==> src/rtl/secuenciador_tupla_pkg.sv <==
// rtl/secuenciador_tupla_pkg.sv - state encoding and default widths for the tuple sequencer
package secuenciador_tupla_pkg;

  localparam int ANCHO_DEF       = 3;
  localparam int ANCHO_PASOS_DEF = 4;

  typedef enum logic [1:0] {
    REPOSO = 2'd0,
    ITERA  = 2'd1,
    FIN    = 2'd2
  } estado_t;

endpackage

==> src/rtl/secuenciador_tupla_contador_pasos.sv <==
// rtl/secuenciador_tupla_contador_pasos.sv - remaining-iteration counter with equals-one flag
module contador_pasos
  import secuenciador_tupla_pkg::*;
#(
  parameter int ANCHO_PASOS = ANCHO_PASOS_DEF
) (
  input  logic                   Reloj,
  input  logic                   Reinicio,
  input  logic                   cargar,
  input  logic                   decrementar,
  input  logic [ANCHO_PASOS-1:0] valor,
  output logic                   es_uno
);

  logic [ANCHO_PASOS-1:0] restante;

  always_ff @(posedge Reloj) begin
    if (Reinicio) begin
      restante <= '0;
    end else if (cargar) begin
      restante <= valor;
    end else if (decrementar) begin
      restante <= restante - ANCHO_PASOS'(1);
    end
  end

  assign es_uno = (restante == ANCHO_PASOS'(1));

endmodule

==> src/rtl/secuenciador_tupla.sv <==
// rtl/secuenciador_tupla.sv - drives an external increment datapath Pasos times from Semilla
module secuenciador_tupla
  import secuenciador_tupla_pkg::*;
#(
  parameter int ANCHO       = ANCHO_DEF,
  parameter int ANCHO_PASOS = ANCHO_PASOS_DEF
) (
  input  logic                   Reloj,
  input  logic                   Reinicio,
  input  logic                   Inicio,
  input  logic [ANCHO-1:0]       Semilla,
  input  logic [ANCHO_PASOS-1:0] Pasos,
  output logic [ANCHO-1:0]       Tupla,
  input  logic [ANCHO-1:0]       Respuesta,
  input  logic                   Cy_Rta,
  output logic                   Ocupado,
  output logic                   Listo,
  output logic [ANCHO-1:0]       Resultado,
  output logic [ANCHO_PASOS-1:0] Acarreos
);

  estado_t                estado, estado_sig;
  logic                   cargar, decrementar;
  logic                   es_uno;
  logic                   pasos_cero;
  logic [ANCHO_PASOS-1:0] acarreo;
  logic [ANCHO_PASOS-1:0] acarreo_sig;

  assign pasos_cero  = (Pasos == '0);
  assign acarreo_sig = acarreo + ANCHO_PASOS'(Cy_Rta);

  contador_pasos #(
    .ANCHO_PASOS(ANCHO_PASOS)
  ) u_contador_pasos (
    .Reloj      (Reloj),
    .Reinicio   (Reinicio),
    .cargar     (cargar),
    .decrementar(decrementar),
    .valor      (Pasos),
    .es_uno     (es_uno)
  );

  always_ff @(posedge Reloj) begin
    if (Reinicio) begin
      estado <= REPOSO;
    end else begin
      estado <= estado_sig;
    end
  end

  always_comb begin
    estado_sig  = estado;
    cargar      = 1'b0;
    decrementar = 1'b0;
    case (estado)
      REPOSO: begin
        if (Inicio) begin
          cargar     = 1'b1;
          estado_sig = pasos_cero ? FIN : ITERA;
        end
      end
      ITERA: begin
        decrementar = 1'b1;
        if (es_uno) begin
          estado_sig = FIN;
        end
      end
      FIN:     estado_sig = REPOSO;
      default: estado_sig = REPOSO;
    endcase
  end

  // Resultado/Acarreos only change on the edge entering FIN, so they hold across idle time
  always_ff @(posedge Reloj) begin
    if (Reinicio) begin
      Tupla     <= '0;
      acarreo   <= '0;
      Resultado <= '0;
      Acarreos  <= '0;
    end else if (cargar) begin
      Tupla   <= Semilla;
      acarreo <= '0;
      if (pasos_cero) begin
        Resultado <= Semilla;
        Acarreos  <= '0;
      end
    end else if (decrementar) begin
      Tupla   <= Respuesta;
      acarreo <= acarreo_sig;
      if (es_uno) begin
        Resultado <= Respuesta;
        Acarreos  <= acarreo_sig;
      end
    end
  end

  assign Ocupado = (estado != REPOSO);
  assign Listo   = (estado == FIN);

endmodule

==> config.mk <==
export PLATFORM = sky130hd
export DESIGN_NAME = secuenciador_tupla
export DESIGN_NICKNAME = d
export VERILOG_FILES = /design/src/rtl/secuenciador_tupla_pkg.sv /design/src/rtl/secuenciador_tupla_contador_pasos.sv /design/src/rtl/secuenciador_tupla.sv
export SDC_FILE = /design/constraint.sdc
export NUM_CORES = 1
export LEC_CHECK = 0
export CORE_MARGIN = 2
export CORE_UTILIZATION = 45
export CTS_BUF_LIST = sky130_fd_sc_hd__clkbuf_16
export DETAILED_ROUTE_END_ITERATION = 12
export PLACE_DENSITY = 0.75
export SLEW_MARGIN = 30
export SYNTH_ARGS = -nofsm -noshare
export SYNTH_HDL_FRONTEND = slang
export SYNTH_SLANG_ARGS = --single-unit
==> constraint.sdc <==
create_clock -name Reloj -period 1.98 [get_ports Reloj]
set_input_delay 0.297 -clock Reloj [delete_from_list [all_inputs] [get_ports Reloj]]
set_output_delay 0.297 -clock Reloj [all_outputs]
set_load 0.02 [all_outputs]
==> out/metrics.yaml, run 1 <==
die_area_um2: 2606
finalSetupTns_ps: 0
ys_ff_latch: 20
routed_wl_um: 2252
vdd_ir_drop_max_uv: 497.5
final_area_um2: 1338
tightest_slew_ps: 400.8
syn_area_um2: 996.0
max_freq_ghz: 0.5399
maxCapViolations: 0
ys_async_sr_fraction_pct: 0
power.leakage_uw: 0.0005039
period_minus_slack_ps: 1852
die_w_um: 51.05
cts_buffers: 3
cts_resized: 0
synth_top_cell_area_share_pct: 40.20
first_pass_iters: 4
clock_latency_ps: 240
drc_errors: 0
placedInstanceArea_um2: 1262
finalSetupViolCount: 0
grt_pass1_wl_um: 3891
grt_pass1_vias: 894
yosysTopAreaCell: "dfxtp_1"
core_area_um2: 2148
detail-route-antenna-nets: 0
portBuffers: 25
cts_hold_buf: 0
vias: 900
area_growth_pct: 34.30
synth_cell_types: 30
cellPowerDensity_nw_per_um2: 803.8
critPathCaptureType: "output port"
die_height_um: 51.05
worstPathArrival_ps: 1560
slew_headroom_pct: 73.28
ff2ff_setup_slack_ps: 260
cp.required_ps: 1680
cts_htree_levels: 1
crit_fanout: 9
cts_tree: "yes"
syn_inst: 111
synthFlopType: "dfxtp_1"
path_clk_slew_ps: 50
clock_path_buffers: 2
start_util_pct: 46.36
fin_util_pct: 62.26
track_usage_pct: 19.38
status: "finished clean"
final_nets: 157
cts_setup_buffers: 0
hold_path_class: "reg2reg"
synth_area_leaders: "dfxtp_1 (40%), nor2_1 (7.5%), nand2_1 (5.7%)"
avgViaCountPerCell: 5.455
rows: 17
syn_area_per_cell_um2: 8.973
drive_above_1_share_pct: 10.22
netlist_top_cells_count: "dfxtp_1 (20), nor2_1 (20), nand2_1 (15), a311oi_1 (6), nor3_1 (6)"
skew_ps: 0.8371
synth_edf_count: 0
root_buffer: "clkbuf_16"
critPathLaunchType: "register"
diodes: 0
hpwl_um: 1641
clock-sinks: 20
wire_per_inst_um: 13.65
overflow: 0
ys_seq_area_share_pct: 40.20
drtIter0Drc: 26
pin_count: 26
place_congestion: 0.8007
hold_viol: 0
grt_max_degree: 21
antenna_found_initial: 0
syn-num-nets: 129
grt_setup_unrepaired: "false"
period_share_pct: 93.54
drv_slew: 0
yosysWarnings: 0
crit_type: "reg2out"
-- path summary, 6_finish.rpt --
kind | startpoint | endpoint | cells after the start
setup / recovery | estado[1] | Listo | 2
hold reg to reg | Tupla[0] | Tupla[0] | 2
hold / removal | Tupla[0] | Tupla[0] | 2
setup reg to reg | u_contador_pasos.restante[0] | Resultado[1] | 5
-- critical path, stage by stage (launching register included) --
cell and delay, ps:
dfxtp_1 510, nor2b_1 180, clkdlybuf4s50_1 620
-- metal layers --
metal | routed length [um] | global-route usage, % | vias up
met5 | 0 | 0 | -
li1 | - | - | 447
met2 | 1068 | 32.68 | 17
met4 | 24 | 7.207 | 0
met3 | 92 | 2.339 | 2
met1 | 1067 | 25.23 | 434
-- cell usage in the layout, fill, tap and decap left out --
master	Yosys	routed
clkdlybuf4s50_1	0	25
dfxtp_1	20	20
nor2_1	20	20
nand2_1	15	15
nor3_1	6	6
a311oi_1	6	6
a22oi_1	5	5
ha_1	4	4
buf_4	0	4
inv_1	3	3
clkbuf_16	0	3
nor2b_1	2	2
nand3_1	2	2
xnor2_1	2	2
xor2_1	2	2
mux2i_1	2	2
or3b_4	2	2
a21oi_1	2	2
a221oi_1	2	2
or2_2	1	1
nor3b_2	1	1
nand2b_1	1	1
a2bb2oi_1	1	1
or4_4	1	1
o32ai_4	1	1
o21ai_0	1	1
o22a_1	1	1
o32a_2	1	1
a32oi_1	1	1
-- logic make-up after synthesis --
logic type / after synthesis / share of synthesized area (%)
xor+xnor: 4 / 3.518
fa+ha+maj: 4 / 5.025
mux: 2 / 2.010
buf+inv: 9 / 6.029
simple gates: 51 / 24.37
compound gates: 21 / 18.85
flops: 20 / 40.20
-- registers in the layout, summed over array words and instances (netlist names) --
name	flops
Resultado	3
Acarreos	4
Tupla	3
u_contador_pasos.restante	4
acarreo	4
estado	2
-- cell type report --
| class | count | area [um^2] |
|---|---|---|
| fill | 198 | 810.8 |
| inverter | 3 | 11.26 |
| sequential | 20 | 400.4 |
| clock buffer | 3 | 75.07 |
| timing repair buffer | 29 | 280.3 |
| multi-input combinational | 82 | 535.5 |
| tap | 28 | 35.03 |
-- report_power, final --
part,internal [uW],switching (uW),total (uW)
Sequential,429,21.1,450
Combinational,111,119,231
Clock,265,129,395
-- per-stage QoR --
stage,hold slack (ps),setup WS [ps],cells,power [uW]
6_report,480.9,127.8,165,1075
5_1_grt,518.8,55.97,165,1130
4_1_cts,487.8,117.8,165,1084
3_5_place_dp,478.5,39.29,162,688.1
3_3_place_gp,471.1,91.71,162,679.9
2_1_floorplan,451.7,367.5,111,602.1
Power figures use the tool's default switching activity.
==> inputs of run 2 (changes only) <==
==> constraint.sdc (replaced) <==
create_clock -name Reloj -period 2.2 [get_ports Reloj]
set_input_delay 0.33 -clock Reloj [delete_from_list [all_inputs] [get_ports Reloj]]
set_output_delay 0.33 -clock Reloj [all_outputs]
set_load 0.02 [all_outputs]
==> out/metrics.yaml, run 2 (same netlist as run 1, synthesis figures left out) <==
status: "finished clean"
critPathLaunch: "estado[1]"
hold_viol: 0
cp.required_ps: 1870
r2r-end: "Acarreos[3]"
vias: 884
antenna_found_initial: 0
drive_above_1_share_pct: 8.824
max_freq_ghz: 0.5311
portBuffers: 25
cp_cell_sequence: "nor2b_1 -> clkdlybuf4s50_1"
cellPowerDensity_nw_per_um2: 734.7
rows: 17
ff2ff_setup_slack_ps: 430
finalSetupViolCount: 0
largestRegisters: "Acarreos x4, acarreo x4, u_contador_pasos.restante x4"
wire_per_inst_um: 13.71
layout_common_cells: "clkdlybuf4s50_1 (25), dfxtp_1 (20), nor2_1 (20), nand2_1 (15)"
area_growth_pct: 33.17
first_pass_iters: 4
routed_wl_um: 2249
hold_path_class: "reg2reg"
tightest_slew_ps: 734.3
avgViaCountPerCell: 5.390
final_nets: 155
die_height_um: 51.05
die_area_um2: 2606
worstPathArrival_ps: 1550
grt_max_degree: 21
endpoint: "Listo"
drv_slew: 0
hpwl_um: 1619
critPathMaxStageDelay_ps: 610
path_clk_slew_ps: 60
critPathLaunchType: "register"
die_w_um: 51.05
detail-route-antenna-nets: 0
finalSetupTns_ps: 0
overflow: 0
cts_resized: 0
drtIter0Drc: 22
dp.cells: 160
skew_ps: 3.882
slew_headroom_pct: 50.89
clock_latency_ps: 250
place_ws_ps: 217.6
clock-sinks: 20
period_minus_slack_ps: 1883
cts_hold_buf: 0
core_area_um2: 2148
clock_path_buffers: 2
cts_tree: "yes"
grt_setup_unrepaired: "false"
pin_count: 26
r2r-start: "u_contador_pasos.restante[0]"
power.leakage_uw: 0.0004960
cts_buffers: 3
crit_type: "reg2out"
grt_pass1_vias: 862
cts_setup_buffers: 0
holdWs_ps: 482.6
diodes: 0
cts_htree_levels: 1
track_usage_pct: 19.06
crit_fanout: 9
root_buffer: "clkbuf_16"
grt_pass1_wl_um: 3767
period_share_pct: 85.59
place_congestion: 0.7783
critPathCaptureType: "output port"
finalNonFillerCells: 164
start_util_pct: 46.36
vdd_ir_drop_max_uv: 483.5
final_common_cell: "clkdlybuf4s50_1"
fill_cells: 182
maxCapViolations: 0
drc_errors: 0
r2r.worst_path.cells: 5
fin_ws_ps: 317.0
slowest_stage: "clkdlybuf4s50_1"
## run 2: area by class of cell
cell class	count	area, um^2	area share (%)
Clock inverter	1	3.754	0.2830
Timing Repair Buffer	27	265.3	20.00
Inverter	3	11.26	0.8491
Clock buffer	3	75.07	5.660
Multi-Input combinational cell	82	535.5	40.38
Tap cell	28	35.03	2.642
Sequential cell	20	400.4	30.19
## run 2: worst min path at each step
stage / start / endpoint / cells past startpoint
after detailed placement: Tupla[0] / Tupla[0] / 2
after global placement: Tupla[2] / Tupla[2] / 2
after CTS: Tupla[0] / Tupla[0] / 2
after global routing: Tupla[0] / Tupla[0] / 2
final: Tupla[0] / Tupla[0] / 2
after floorplan: u_contador_pasos.restante[3] / u_contador_pasos.restante[3] / 2
## run 2: metal layers
| layer | part of all wire [%] | track usage, % |
|---|---|---|
| met5 | 0 | 0 |
| met4 | 2.9 | 12.61 |
| met1 | 48 | 23.91 |
| met3 | 3.3 | 1.754 |
| met2 | 46 | 30.95 |
## run 2: power breakdown
part / internal (uW) / switching, uW
logic: 97.0 / 105
clock network: 242 / 126
registers: 386 / 19.4
## run 2: critical path: cells and delay by family, from the launching register on
family | cells | cell delay, ps
buffers and inverters | 1 | 610
flip-flops | 1 | 520
AND/OR/NAND/NOR | 1 | 180
## run 2: stage by stage
stage	total power, uW	area (um^2)	utilization, %
6_report	974.4	1326	61.74
5_1_grt	1023	1326	61.74
4_1_cts	980.8	1326	61.74
3_5_place_dp	613.9	1247	58.07
3_3_place_gp	608.5	1247	58.07
2_1_floorplan	541.9	996.0	-
